==> config.mk <==
export PLATFORM = sky130hd
export DESIGN_NAME = deser_fifo
export DESIGN_NICKNAME = d
export VERILOG_FILES = /design/src/rtl/deser_fifo.sv
export SDC_FILE = /design/constraint.sdc
export NUM_CORES = 1
export LEC_CHECK = 0
export CAP_MARGIN = 20
export CELL_PAD_IN_SITES_DETAIL_PLACEMENT = 1
export CELL_PAD_IN_SITES_GLOBAL_PLACEMENT = 2
export CORE_MARGIN = 8
export CORE_UTILIZATION = 44
export CTS_CLUSTER_DIAMETER = 200
export DETAILED_ROUTE_END_ITERATION = 8
export PLACE_DENSITY = 0.83
export RECOVER_POWER = 100
export SKIP_LAST_GASP = 1
export SYNTH_ARGS = -nofsm -noshare
export SYNTH_HDL_FRONTEND = slang
export SYNTH_SLANG_ARGS = --single-unit
==> constraint.sdc <==
create_clock -name clock_100KHz -period 4.1 [get_ports clock_100KHz]
set_input_delay 0.82 -clock clock_100KHz [delete_from_list [all_inputs] [get_ports clock_100KHz]]
set_output_delay 0.82 -clock clock_100KHz [all_outputs]
set_load 0.005 [all_outputs]
==> src/rtl/deser_fifo.sv <==
// deser_fifo: serial-to-parallel receiver feeding a DEPTH-word output FIFO.
// Bits are placed LSB-first or MSB-first into a word buffer; each completed
// word is pushed to the FIFO tail, and the consumer pops the head with ack_in.
module deser_fifo #(
  parameter int unsigned WIDTH     = 8,
  parameter int unsigned DEPTH     = 4,
  parameter bit          MSB_FIRST = 1'b0
) (
  input  logic                       clock_100KHz,
  input  logic                       reset,
  input  logic                       data_in,
  input  logic                       write_in,
  output logic                       status_out,
  output logic                       data_ready,
  output logic [WIDTH-1:0]           data_out,
  input  logic                       ack_in,
  output logic [$clog2(DEPTH):0]     fill_out,
  output logic                       overflow
);

  localparam int unsigned BW = $clog2(WIDTH);
  localparam int unsigned PW = $clog2(DEPTH);
  localparam int unsigned CW = PW + 1;

  logic [BW-1:0]    r_bcnt;
  logic [WIDTH-1:0] r_shift;
  logic [WIDTH-1:0] r_mem [DEPTH];
  logic [PW-1:0]    r_wptr;
  logic [PW-1:0]    r_rptr;
  logic [CW-1:0]    r_count;
  logic             r_overflow;

  logic             w_status;
  logic             w_ready;
  logic             w_accept;
  logic             w_last;
  logic             w_push;
  logic             w_pop;
  logic [BW-1:0]    w_idx;
  logic [WIDTH-1:0] w_bit;
  logic [WIDTH-1:0] w_word;

  // Handshake and completion decode, all from registered state plus inputs.
  always_comb begin
    w_status = (r_count != CW'(DEPTH));
    w_ready  = (r_count != '0);
    w_accept = write_in && w_status;
    w_last   = (r_bcnt == BW'(WIDTH - 1));
    w_push   = w_accept && w_last;
    w_pop    = ack_in && w_ready;
    w_idx    = MSB_FIRST ? (BW'(WIDTH - 1) - r_bcnt) : r_bcnt;
    w_bit    = '0;
    w_bit[w_idx] = data_in;
    // Word as it will be after this bit lands; used when the word completes.
    w_word   = r_shift | w_bit;
  end

  // Word assembly: place accepted bits, clear on completion.
  always_ff @(posedge clock_100KHz or negedge reset) begin
    if (!reset) begin
      r_bcnt  <= '0;
      r_shift <= '0;
    end else if (w_accept) begin
      if (w_last) begin
        r_bcnt  <= '0;
        r_shift <= '0;
      end else begin
        r_bcnt  <= r_bcnt + 1'b1;
        r_shift <= w_word;
      end
    end
  end

  // FIFO storage; contents are don't-care after reset, so no reset here.
  always_ff @(posedge clock_100KHz) begin
    if (w_push) begin
      r_mem[r_wptr] <= w_word;
    end
  end

  // FIFO pointers and occupancy; DEPTH is a power of two so pointers wrap freely.
  always_ff @(posedge clock_100KHz or negedge reset) begin
    if (!reset) begin
      r_wptr  <= '0;
      r_rptr  <= '0;
      r_count <= '0;
    end else begin
      if (w_push) r_wptr <= r_wptr + 1'b1;
      if (w_pop)  r_rptr <= r_rptr + 1'b1;
      case ({w_push, w_pop})
        2'b10:   r_count <= r_count + 1'b1;
        2'b01:   r_count <= r_count - 1'b1;
        default: r_count <= r_count;
      endcase
    end
  end

  // Sticky overflow: a bit offered while the FIFO is full is dropped.
  always_ff @(posedge clock_100KHz or negedge reset) begin
    if (!reset) begin
      r_overflow <= 1'b0;
    end else if (write_in && !w_status) begin
      r_overflow <= 1'b1;
    end
  end

  // Outputs depend on registered state only.
  always_comb begin
    status_out = w_status;
    data_ready = w_ready;
    data_out   = w_ready ? r_mem[r_rptr] : '0;
    fill_out   = r_count;
    overflow   = r_overflow;
  end

endmodule

* Word-level counts from Yosys, hierarchy flattened
Memories as Yosys holds them, arrays and structs flattened. Index checks and enable logic that the tools add are counted.
Cells by class: muxes and demuxes 8, $add $sub $neg 5, reduce and logical (&&, ||, !) cells 8, eq/ne operators 4, $lt $le $gt $ge 2, bitwise logic cells 2
Operator list (count):
- 2-to-1 mux 8 bit | 2
- bitwise AND 8 bit | 1
- bitwise OR 8 bit | 1
- adder 3 x 1 -> 3 bit (second input constant) | 2
- one-hot mux 3 bit (2 select lines) | 1
- logical AND 1 bit | 5
- adder 2 x 1 -> 2 bit (second input constant) | 2
- < comparator 3 x 4 -> 1 bit (second input constant) | 1
- demux 1 bit (select 3 bit) | 1
- == test 3 bit (second input constant) | 1
- >= comparator 3 x 1 -> 1 bit (second input constant) | 1
- 2-to-1 mux 1 bit | 3
- 2-to-1 mux 3 bit | 1
- != test 3 bit (second input constant) | 1
- nonzero test 3 bit | 1
- subtractor 3 x 1 -> 3 bit (second input constant) | 1
- == test 2 x 1 -> 1 bit (second input constant) | 1
- == test 2 bit (second input constant) | 1
- nonzero test 2 bit | 1
- logical NOT 1 bit | 1
Word-level totals: memories kept 1, RAM bits 32, output and inout bits 14, input bits 5, flip-flop bits (word level) 19, word-level logic and storage cells 36
Memory list:
- r_mem | words 4, bits a word 8, rd ports 1, clocked after memory_dff 0, write ports 1, RTL line 27 | logic [WIDTH-1:0] r_mem [DEPTH];

* Logic depth before layout (Yosys ltp)
Gate-level depths: netlist of run 1.
word-level depth 7, gate-level depth with buffers 12, mapped depth without buffers 10

* Least setup slack after synthesis of run 1
OpenSTA, ideal clock, no wires.
path kind reg2reg, start point register r_bcnt[0], end point register r_count[2] (netlist: fill_out[2]), path slack 1.756 ns, cell stages (with the launch flop) 13, data arrival time 2.265 ns, buffers on the path 2, setup time 0.079 ns, clock period less this slack 2.344 ns, required time 4.021 ns, path through dfrtp_1 ha_1 ha_1 and3_1 buf_6 buf_6 inv_1 ha_1 inv_1 fa_1 xor2_1 nor2_1 xor2_1
On the way: word-level cells in the longest chain between the ends 4, elaborated cells on any way between the ends 6, those cells by class 3 x eq/ne; 1 x mux; 2 x reduce/logical
RTL lines:
- start: declaration | RTL line 25 | logic [BW-1:0] r_bcnt;
- start signal: assignment | RTL line 68 | r_bcnt <= r_bcnt + 1'b1;
- == test 3 bit (*) | RTL line 48 | w_last = (r_bcnt == BW'(WIDTH - 1));
- logical AND 1 bit (*) | RTL line 49 | w_push = w_accept && w_last;
- == test 2 x 1 -> 1 bit or == test 2 bit (tied branches) | RTL line 90 | case ({w_push, w_pop})
- one-hot mux 3 bit (2 select lines) or nonzero test 2 bit (tied branches)
- end signal: assignment | RTL line 91 | 2'b10: r_count <= r_count + 1'b1;
- end signal: assignment | RTL line 92 | 2'b01: r_count <= r_count - 1'b1;
- end signal: assignment | RTL line 93 | default: r_count <= r_count;
- end: declaration | RTL line 30 | logic [CW-1:0] r_count;
Mark *: on every way between the ends. The rest lies on a longest branch, timed or not. A chain may end at the register's enable or synchronous reset.

* Worst setup path after layout of run 1
start point register r_rptr[0], end point output port data_out[1]
On the way: word-level cells in the longest chain between the ends 2
RTL lines:
- start: declaration | RTL line 29 | logic [PW-1:0] r_rptr;
- start signal: assignment | RTL line 89 | if (w_pop) r_rptr <= r_rptr + 1'b1;
- memory read (4 x 8 bit)
- 2-to-1 mux 8 bit | RTL line 111 | data_out = w_ready ? r_mem[r_rptr] : '0;
- end: declaration | RTL line 15 | output logic [WIDTH-1:0] data_out,
No other way between the ends.

==> results of run 1 <==
synthesized netlist by cell type (3+ instances only):
cell type,count
mux4_2,8
clkbuf_1,3
a31o_2,4
edfxtp_1,32
ha_1,7
a41oi_1,4
nor2_1,10
dfrtp_1,19
mux2_2,3
and2_1,13
nand2_1,3
nor2b_1,4
a31oi_1,4
inv_1,6
a21o_1,3
xor2_1,3
xnor2_1,3
flip-flops by register name, indices dropped and copies added, names as in the netlist:
signal,cells
r_bcnt,3
fill_out,3
r_rptr,2
r_shift,8
r_wptr,2
overflow,1
r_mem,32
routing by layer:
layer / part of all wire / track usage / vias to the layer above / wire (microns)
met2: 0.51 / 0.217 / 15 / 2220
met3: 0.032 / 0.0302 / 5 / 137
met1: 0.44 / 0.155 / 631 / 1920
met4: 0.012 / 0.0469 / 0 / 51
li1: - / - / 570 / -
met5: 0 / 0 / - / 0
cell families (layout without fill, tap and decap cells):
logic type               Yosys count  after routing
flip-flops                        51             51
AND/OR/NAND/NOR                   36             36
AO/OA/AOI/OAI                     20             20
buffers and inverters             13             32
multiplexers                      11             11
adder cells (fa/ha/maj)            8              8
XOR/XNOR                           6              6
report_power, final:
part | total, mW | switching, mW | internal (mW)
registers | 0.840 | 0.137 | 0.703
logic | 0.663 | 0.299 | 0.365
clock network | 0.403 | 0.159 | 0.244
cell usage in the layout (no fill, tap or decap), drive strengths merged, types with 4 or more instances in the layout:
cell type / n
and2: 13
ha: 7
inv: 6
dlygate4sd3: 17
a41oi: 4
nor2: 10
a31o: 4
nor2b: 4
dfrtp: 19
a31oi: 4
edfxtp: 32
clkbuf: 6
mux4: 8
cell type report:
class                      instances  area, sq um
clock buffer                       6         72.6
clock inverter                     2         60.1
fill                             524         2420
inverter                           6         22.5
multi-input combinational         81          726
sequential                        51         1440
tap                               70         87.6
timing repair buffer              18          180
final timing paths:
kind / endpoint / cells past startpoint / slack, ns
max in group asynchronous: r_bcnt[1] / 1 / 2.45
min reg2reg: overflow / 1 / 0.47
min: overflow / 1 / 0.47
max: data_out[1] / 3 / 0.94
max reg2reg: fill_out[2] / 9 / 1.41
min in group asynchronous: fill_out[2] / 1 / 1.08
==> metrics, run 1 <==
Post-synth EDFFs 32; ANT nets after route 0; Die H around 87 microns; pin count of the biggest net entering global routing 20; Worst Setup Start Kind flop; Synth Area in Adders 0.0483; n_diodes 0; leak pwr approximately 0.98 nW; overall power between 1.5 and 2 mW; pre-CTS setup slack 0.995 ns; hold slack 0.467 ns; CTS Buffer Depth 2; Final nets roughly 180; Post-CTS Hold Fix Bufs 0; Root Driver clkbuf_8; postcts setup bufs 0; count of pins over their slew limit 0; Max Clock Freq approximately 320 MHz; setup violators final 0; fin cells between 200 and 250; Max FO, Critical Path 10; area leader, netlist edfxtp_1; Ys Warns 0; Final period util 0.771; drt initial violations 83; post-cts gate resize count 0; CP top delay family flip-flops; Total Die Area 0.00760 sq mm; mapped cell area ~0.0022 sq mm; Port Buffers 18; total track usage 0.128; clk_lat worst skew 0.30 ns; Avg WL per Cell 18.5 microns; PwrDens approximately 740 mW/mm^2; Hold Crit Class reg2reg; placed cells 226; Worst EP arrival ~2.3 ns; Area Overhead vs Synth 16.0%; via count approximately 1,200; reg-to-reg startpoint fill_out[0]; post-place instance area approximately 0.0025 sq mm; Final Cell Area approximately 0.0026 sq mm; max cap viols 0; Syn Nets ~160; area fraction of the dominant cell type after synthesis 0.431; H-tree depth 2; compound-cell area share of the yosys netlist 0.0691; unrepaired setup endpoints after global routing no; worst path bufs/invs 1; I/O pin total 19; CP max stage delay between 0.7 and 0.8 ns; Setup WS post-layout ~0.94 ns; clk_skew 0.00961 ns; post-layout minimum cycle time 3.16 ns; drt first pass iters 4; first-pass GRT wire length just over 7 mm; ys async rst share 0.373; CTS tree yes; layout cells sized above 1 0.140; Synth area leaders edfxtp_1 (43%), dfrtp_1 (21%), mux4_2 (8.1%); status complete, no violations; Simple-Gate Fraction of Synth Area 0.0887; Initial Utilization 0.445; Final Hold Fails 0; core area roughly 0.0050 sq mm; Worst Setup End Kind output port; Max IR drop VDD ~0.29 mV; estimated wirelength of the detail-placed design between 3 and 4 mm; actual slew at the worst max-slew pin approximately 0.90 ns; post-DR vias/cell roughly 5.2; number of global-route vias before repair approximately 1,400; Cells after Synth about 150; row count 26; final core occ 0.516; final wirelength 4.33 mm; CP max stage cell dfrtp_1; flops & latches, synth 51; post-synthesis mux area share 0.0960; Primary FF master, synth edfxtp_1; Critical Path RT approximately 3.3 ns; Crit Path Category reg2out; library cells used by synthesis 29; Hold Path Origin overflow; setup tns final 0 ns; total grt overflow 0; number of clock sinks around 50; post-synthesis xor/xnor area fraction 0.0236; crit path launch r_rptr[0]; CP cell instances mux4_2 -> and2_1 -> dlygate4sd3_1; Die Span X between 80 and 90 microns; total CTS buffers 5; register area share after synthesis 0.645; clock-pin slew reported for the worst setup and hold paths after clock tree synthesis roughly 0.090 ns; synthesized area per cell about 15 sq um; initial antenna violation count 0; main combinational cell family by area after synthesis multiplexers; DRC 0; GPL Wtd Cong roughly 0.73; Slew HR 0.397
(Power assumes the default switching activity.)
==> inputs of run 2 (changes only) <==
--- a/config.mk
+++ b/config.mk
@@ -9,10 +9,10 @@
 export CELL_PAD_IN_SITES_DETAIL_PLACEMENT = 1
 export CELL_PAD_IN_SITES_GLOBAL_PLACEMENT = 2
 export CORE_MARGIN = 8
-export CORE_UTILIZATION = 44
+export CORE_UTILIZATION = 41
 export CTS_CLUSTER_DIAMETER = 200
 export DETAILED_ROUTE_END_ITERATION = 8
-export PLACE_DENSITY = 0.83
+export PLACE_DENSITY = 0.79
 export RECOVER_POWER = 100
 export SKIP_LAST_GASP = 1
 export SYNTH_ARGS = -nofsm -noshare
==> constraint.sdc (replaced) <==
create_clock -name clock_100KHz -period 2.99 [get_ports clock_100KHz]
set_input_delay 0.598 -clock clock_100KHz [delete_from_list [all_inputs] [get_ports clock_100KHz]]
set_output_delay 0.598 -clock clock_100KHz [all_outputs]
set_load 0.005 [all_outputs]
==> run 2 against run 1 <==
First-iteration DRC count shrank 35%. Critical path depth is the same. Final area shrank 0.97%. Final cell count grew 1.7%. Count of clock-buffer cells in the layout is the same. Sequential power grew 38%. Clock skew shrank 0.0024 ns. Flip-flop and latch count is the same. Clock power grew 5.5%. Critical path type unchanged. Critical endpoint is now data_out[0].
==> metrics, run 2 (same netlist as run 1, synthesis figures left out) <==
first-pass GRT wire length 7.27 mm (about the same); ANT nets after route 0 (unchanged); total track usage 0.115 (was 0.128); GPL Wtd Cong 0.700 (was 0.734); drt first pass iters 4 (unchanged); Final Hold Fails 0 (unchanged); total CTS buffers 5 (unchanged); clock-pin slew reported for the worst setup and hold paths after clock tree synthesis 0.10 ns (was 0.09 ns); Critical Path RT 2.39 ns (was 3.28 ns); Crit Path Category reg2out (unchanged); reg-to-reg startpoint r_bcnt[1] (was fill_out[0]); Worst Setup End Kind output port (unchanged); count of pins over their slew limit 0 (unchanged); clk_skew 0.00719 ns (was 0.00961 ns); Area Overhead vs Synth 14.9% (was 16.0%); drt initial violations 54 (was 83); unrepaired setup endpoints after global routing no (unchanged); Die H 89.7 microns (was 87.2 microns); Initial Utilization 0.415 (was 0.445); Largest Register r_mem (unchanged); Max Clock Freq 356 MHz; DRC 0 (unchanged); Die Span X 89.7 microns (was 87.2 microns); I/O pin total 19 (unchanged); max FFs per register 32 (unchanged); most frequent cells in the layout edfxtp_1 (32), dfrtp_1 (19), nor2_1 (10) (was edfxtp_1 (32), dfrtp_1 (19), dlygate4sd3_1 (17)); initial antenna violation count 0 (unchanged); row count 27 (was 26); CTS Buffer Depth 2 (unchanged); total grt overflow 0 (unchanged); max cap viols 0 (unchanged); Total Die Area 0.00805 sq mm (was 0.00760 sq mm); hold slack 0.507 ns (was 0.467 ns); Max FO, Critical Path 9 (was 10); most common cell after layout, fill and taps aside edfxtp_1 (unchanged); postcts setup bufs 0 (unchanged); Largest regs r_mem x32, r_shift x8 (unchanged); post-cts gate resize count 0 (unchanged); clk_lat worst skew 0.31 ns (was 0.30 ns); setup tns final 0 ns (unchanged); setup violators final 0 (unchanged); post-DR vias/cell 5.24 (was 5.22); Post-CTS Hold Fix Bufs 0 (unchanged); core area 0.00537 sq mm (was 0.00501 sq mm); via count 1,248 (was 1,221); number of clock sinks 51 (unchanged); actual slew at the worst max-slew pin 0.935 ns (was 0.901 ns); Worst Setup Start Kind flop (unchanged); H-tree depth 2 (unchanged); Hold Path Origin overflow (unchanged); Worst EP arrival 2.21 ns (was 2.34 ns); status complete, no violations (unchanged); n_diodes 0 (unchanged); final wirelength 4.46 mm (was 4.33 mm); layout cells sized above 1 0.145 (was 0.140); Final period util 0.941; estimated wirelength of the detail-placed design 3.15 mm (was 3.17 mm); crit path launch r_rptr[0] (unchanged); Slew HR 0.375 (was 0.397); Hold Crit Class reg2reg (unchanged); pin count of the biggest net entering global routing 20 (unchanged); Final nets 178 (was 176); Port Buffers 18 (unchanged); overall power 2.53 mW (was 1.91 mW); Max IR drop VDD 0.350 mV (was 0.288 mV); Root Driver clkbuf_8 (unchanged); number of global-route vias before repair 1,371 (was 1,366); CTS tree yes (unchanged); Avg WL per Cell 18.7 microns (was 18.5 microns); PwrDens 990 mW/mm^2 (was 738 mW/mm^2); post-layout minimum cycle time 2.81 ns; leak pwr 0.955 nW (was 0.976 nW)
## run 2: changes by cell type in the layout (fill, tap and decap cells not counted)
cell,delta
clkdlybuf4s50_1,+8
dlygate4sd3_1,-8
and2_0,+2
and2_1,-2
bufinv_16,-2
buf_4,+1
clkbuf_8,+1
clkinv_4,+1
clkinvlp_4,+1
nor3_1,+1
nor3_2,-1
## run 2: worst paths after layout
check | endpoint | slack (ns) | cells after the start
min reg2reg | overflow | 0.51 | 1
min | overflow | 0.51 | 1
max in group asynchronous | fill_out[1] | 1.55 | 1
max reg2reg | r_mem[3][6] | 0.32 | 5
max | data_out[0] | 0.18 | 3
min in group asynchronous | r_shift[1] | 0.87 | 1
## run 2: power breakdown
group / leakage, nW / total [mW] / switching (mW) / internal, mW
logic: 0.389 / 0.951 / 0.420 / 0.531
registers: 0.519 / 1.16 / 0.193 / 0.964
clock network: 0.0474 / 0.425 / 0.235 / 0.189
total: 0.955 / 2.53 / 0.849 / 1.68
## run 2: worst max-delay path, stage by stage, from the launching register on
cell and delay [ns]:
dfrtp_1 0.71, mux4_2 0.58, and2_0 0.17, clkdlybuf4s50_1 0.45
## run 2: routing by layer
layer / routed length, microns / global-route usage / up-vias
li1: - / - / 577
met1: 1910 / 0.130 / 647
met2: 2330 / 0.202 / 16
met3: 141 / 0.0249 / 8
met4: 82 / 0.0550 / 0
met5: 0 / 0 / -
## run 2: layout make-up
cell class	count	area (sq um)
Fill cell	525	2810
Sequential cell	51	1440
Multi-Input combinational cell	81	721
Timing Repair Buffer	20	191
Tap cell	72	90.1
Clock buffer	6	82.6
Inverter	6	22.5
Clock inverter	2	16.3
## run 2: metrics by stage
step	util	worst slack, ns	area (sq um)	instances
after floorplan	-	0.646	2230	145
after CTS	0.478	0.119	2570	238
after global routing	0.477	0.0602	2560	238
after detailed placement	0.460	0.390	2470	230
final	0.477	0.178	2560	238
after global placement	0.460	0.448	2470	230
==> edit, RTL diff (flow settings as in run 1) <==
The parameter `MSB_FIRST` goes from 1'b0 to 1'b1.
--- a/src/rtl/deser_fifo.sv
+++ b/src/rtl/deser_fifo.sv
@@ -5,5 +5,5 @@
   parameter int unsigned WIDTH     = 8,
   parameter int unsigned DEPTH     = 4,
-  parameter bit          MSB_FIRST = 1'b0
+  parameter bit          MSB_FIRST = 1'b1
 ) (
   input  logic                       clock_100KHz,
Check against the original RTL: not equivalent (a bounded check fails within 10 cycles, from zero or initial values and one cycle with reset low).
==> edit against run 1 <==
  * Setup slack improved by 0.0028 ns
  * Sequential cell count did not move
  * Global-route usage is 0.55 points lower
  * Power fell by 6.5%
  * Synthesized area increased by 2.9%
  * Maximum frequency is essentially flat
  * Hold slack better by 0.0085 ns
  * Routed wire length increased by 1.9%
  * Design area down 0.29%
  * Critical endpoint is now data_out[6]
==> edit: results (changes against run 1) <==
[global_routing]
use_met1 = 0.149  ; was 0.155
met3_usage = 0.0328  ; was 0.0302
use_met2 = 0.204  ; was 0.217
grt_pass1_wl_mm = 7.13  ; was 7.27 mm
grt_pass1_vias = 1321  ; was 1366
grt_use_total = 0.123  ; was 0.128

[synthesis]
syn_avg_cell_area_sq_um = 15.0  ; was 15.4 sq um
synth.net_count = 166  ; was 158
synth-seq-area-share = 0.626  ; was 0.645
synth_warnings = 0  ; unchanged
synth_common_cells = edfxtp_1, dfrtp_1, and2_1  ; unchanged
synth.distinct_cells = 30  ; was 29
synth.area.top_cells = edfxtp_1, dfrtp_1, mux4_2, ha_1, and2_1  ; unchanged

[sta]
tightest_slew_ns = 0.922  ; was 0.901 ns
final.setup_skew_ns = 0.00673  ; was 0.00961 ns
hold_ws_ns = 0.475  ; was 0.467 ns
worst_slack_ns = 0.943  ; was 0.940 ns

[critical_path]
cpPeakStageDelay_ns = 0.72
endpoint = data_out[6]  ; was data_out[1]
worstPathMaxFanout = 10  ; unchanged
rrSetupSlack_ns = 1.45  ; was 1.41 ns

[pwr]
vdd_drop_max_mv = 0.337  ; was 0.288 mV
p_leak_nw = 0.978  ; was 0.976 nW

[drt]
wl_mm = 4.41  ; was 4.33 mm
drt-wirelength-per-cell_um = 18.4  ; was 18.5 um
met3_length_um = 181  ; was 137 um
dr_wl_met2_mm = 2.17  ; was 2.22 mm
drt-initial-drc-count = 58  ; was 83
wl_met1_mm = 2.00  ; was 1.92 mm
via_per_inst = 5.21  ; was 5.22

[outcome]
outcome = finished clean  ; unchanged

[placed_design]
dpl_worst_slack_ns = 1.28  ; was 0.995 ns
place_inst = 232  ; was 226
place_congestion = 0.751  ; was 0.734
dpl_cell_area_sq_um = 2500  ; was 2450 sq um
hpwl_mm = 3.29  ; was 3.17 mm

[cts]
ctsResizeCount = 0  ; unchanged
clock_latency_ns = 0.30  ; about the same

[cells_and_area]
multi_input_area_sq_um = 729  ; was 726 sq um
bufAreaShareNonClock = 0.0699  ; was 0.0697
clock_area_frac = 0.0383  ; was 0.0513
inverters = 12  ; was 6
drive_gt1_frac = 0.141  ; was 0.140
area_delta_synth_final_pct = 12.4  ; was 16.0%
multi_input_area_share = 0.283  ; was 0.281
fillers = 538  ; was 524

[hold_path]
hp-class = reg -> reg  ; unchanged

[edit: cell types whose count changed in the layout (fill, tap and decap cells not counted), sizes merged, moves of 2 or more]
cell | run 1 | this run
a41o | 2 | 4
a211oi | 0 | 4
bufinv | 2 | 0
a21o | 3 | 0
inv | 6 | 12
a41oi | 4 | 1
[edit: where the power goes]
part | leakage [nW] | switching (mW) | internal, mW
registers | 0.525 | 0.143 | 0.691
logic | 0.406 | 0.288 | 0.357
clock network | 0.0474 | 0.166 | 0.138
total | 0.978 | 0.597 | 1.19
[edit: critical path: cells and delay by family (launching register included)]
family	cells	cell delay, ns
DFF	1	0.72
and+or+nand+nor	1	0.17
muxes	1	0.57
buffers and inverters	1	0.58
[edit: cell families after synthesis]
logic type	share of synthesized area
multiplexers	0.0977
AND/OR/NAND/NOR	0.0873
XOR/XNOR	0.0229
AO/OA/AOI/OAI	0.0742
adder cells (fa/ha/maj)	0.0469
buffers and inverters	0.0447
flip-flops	0.626
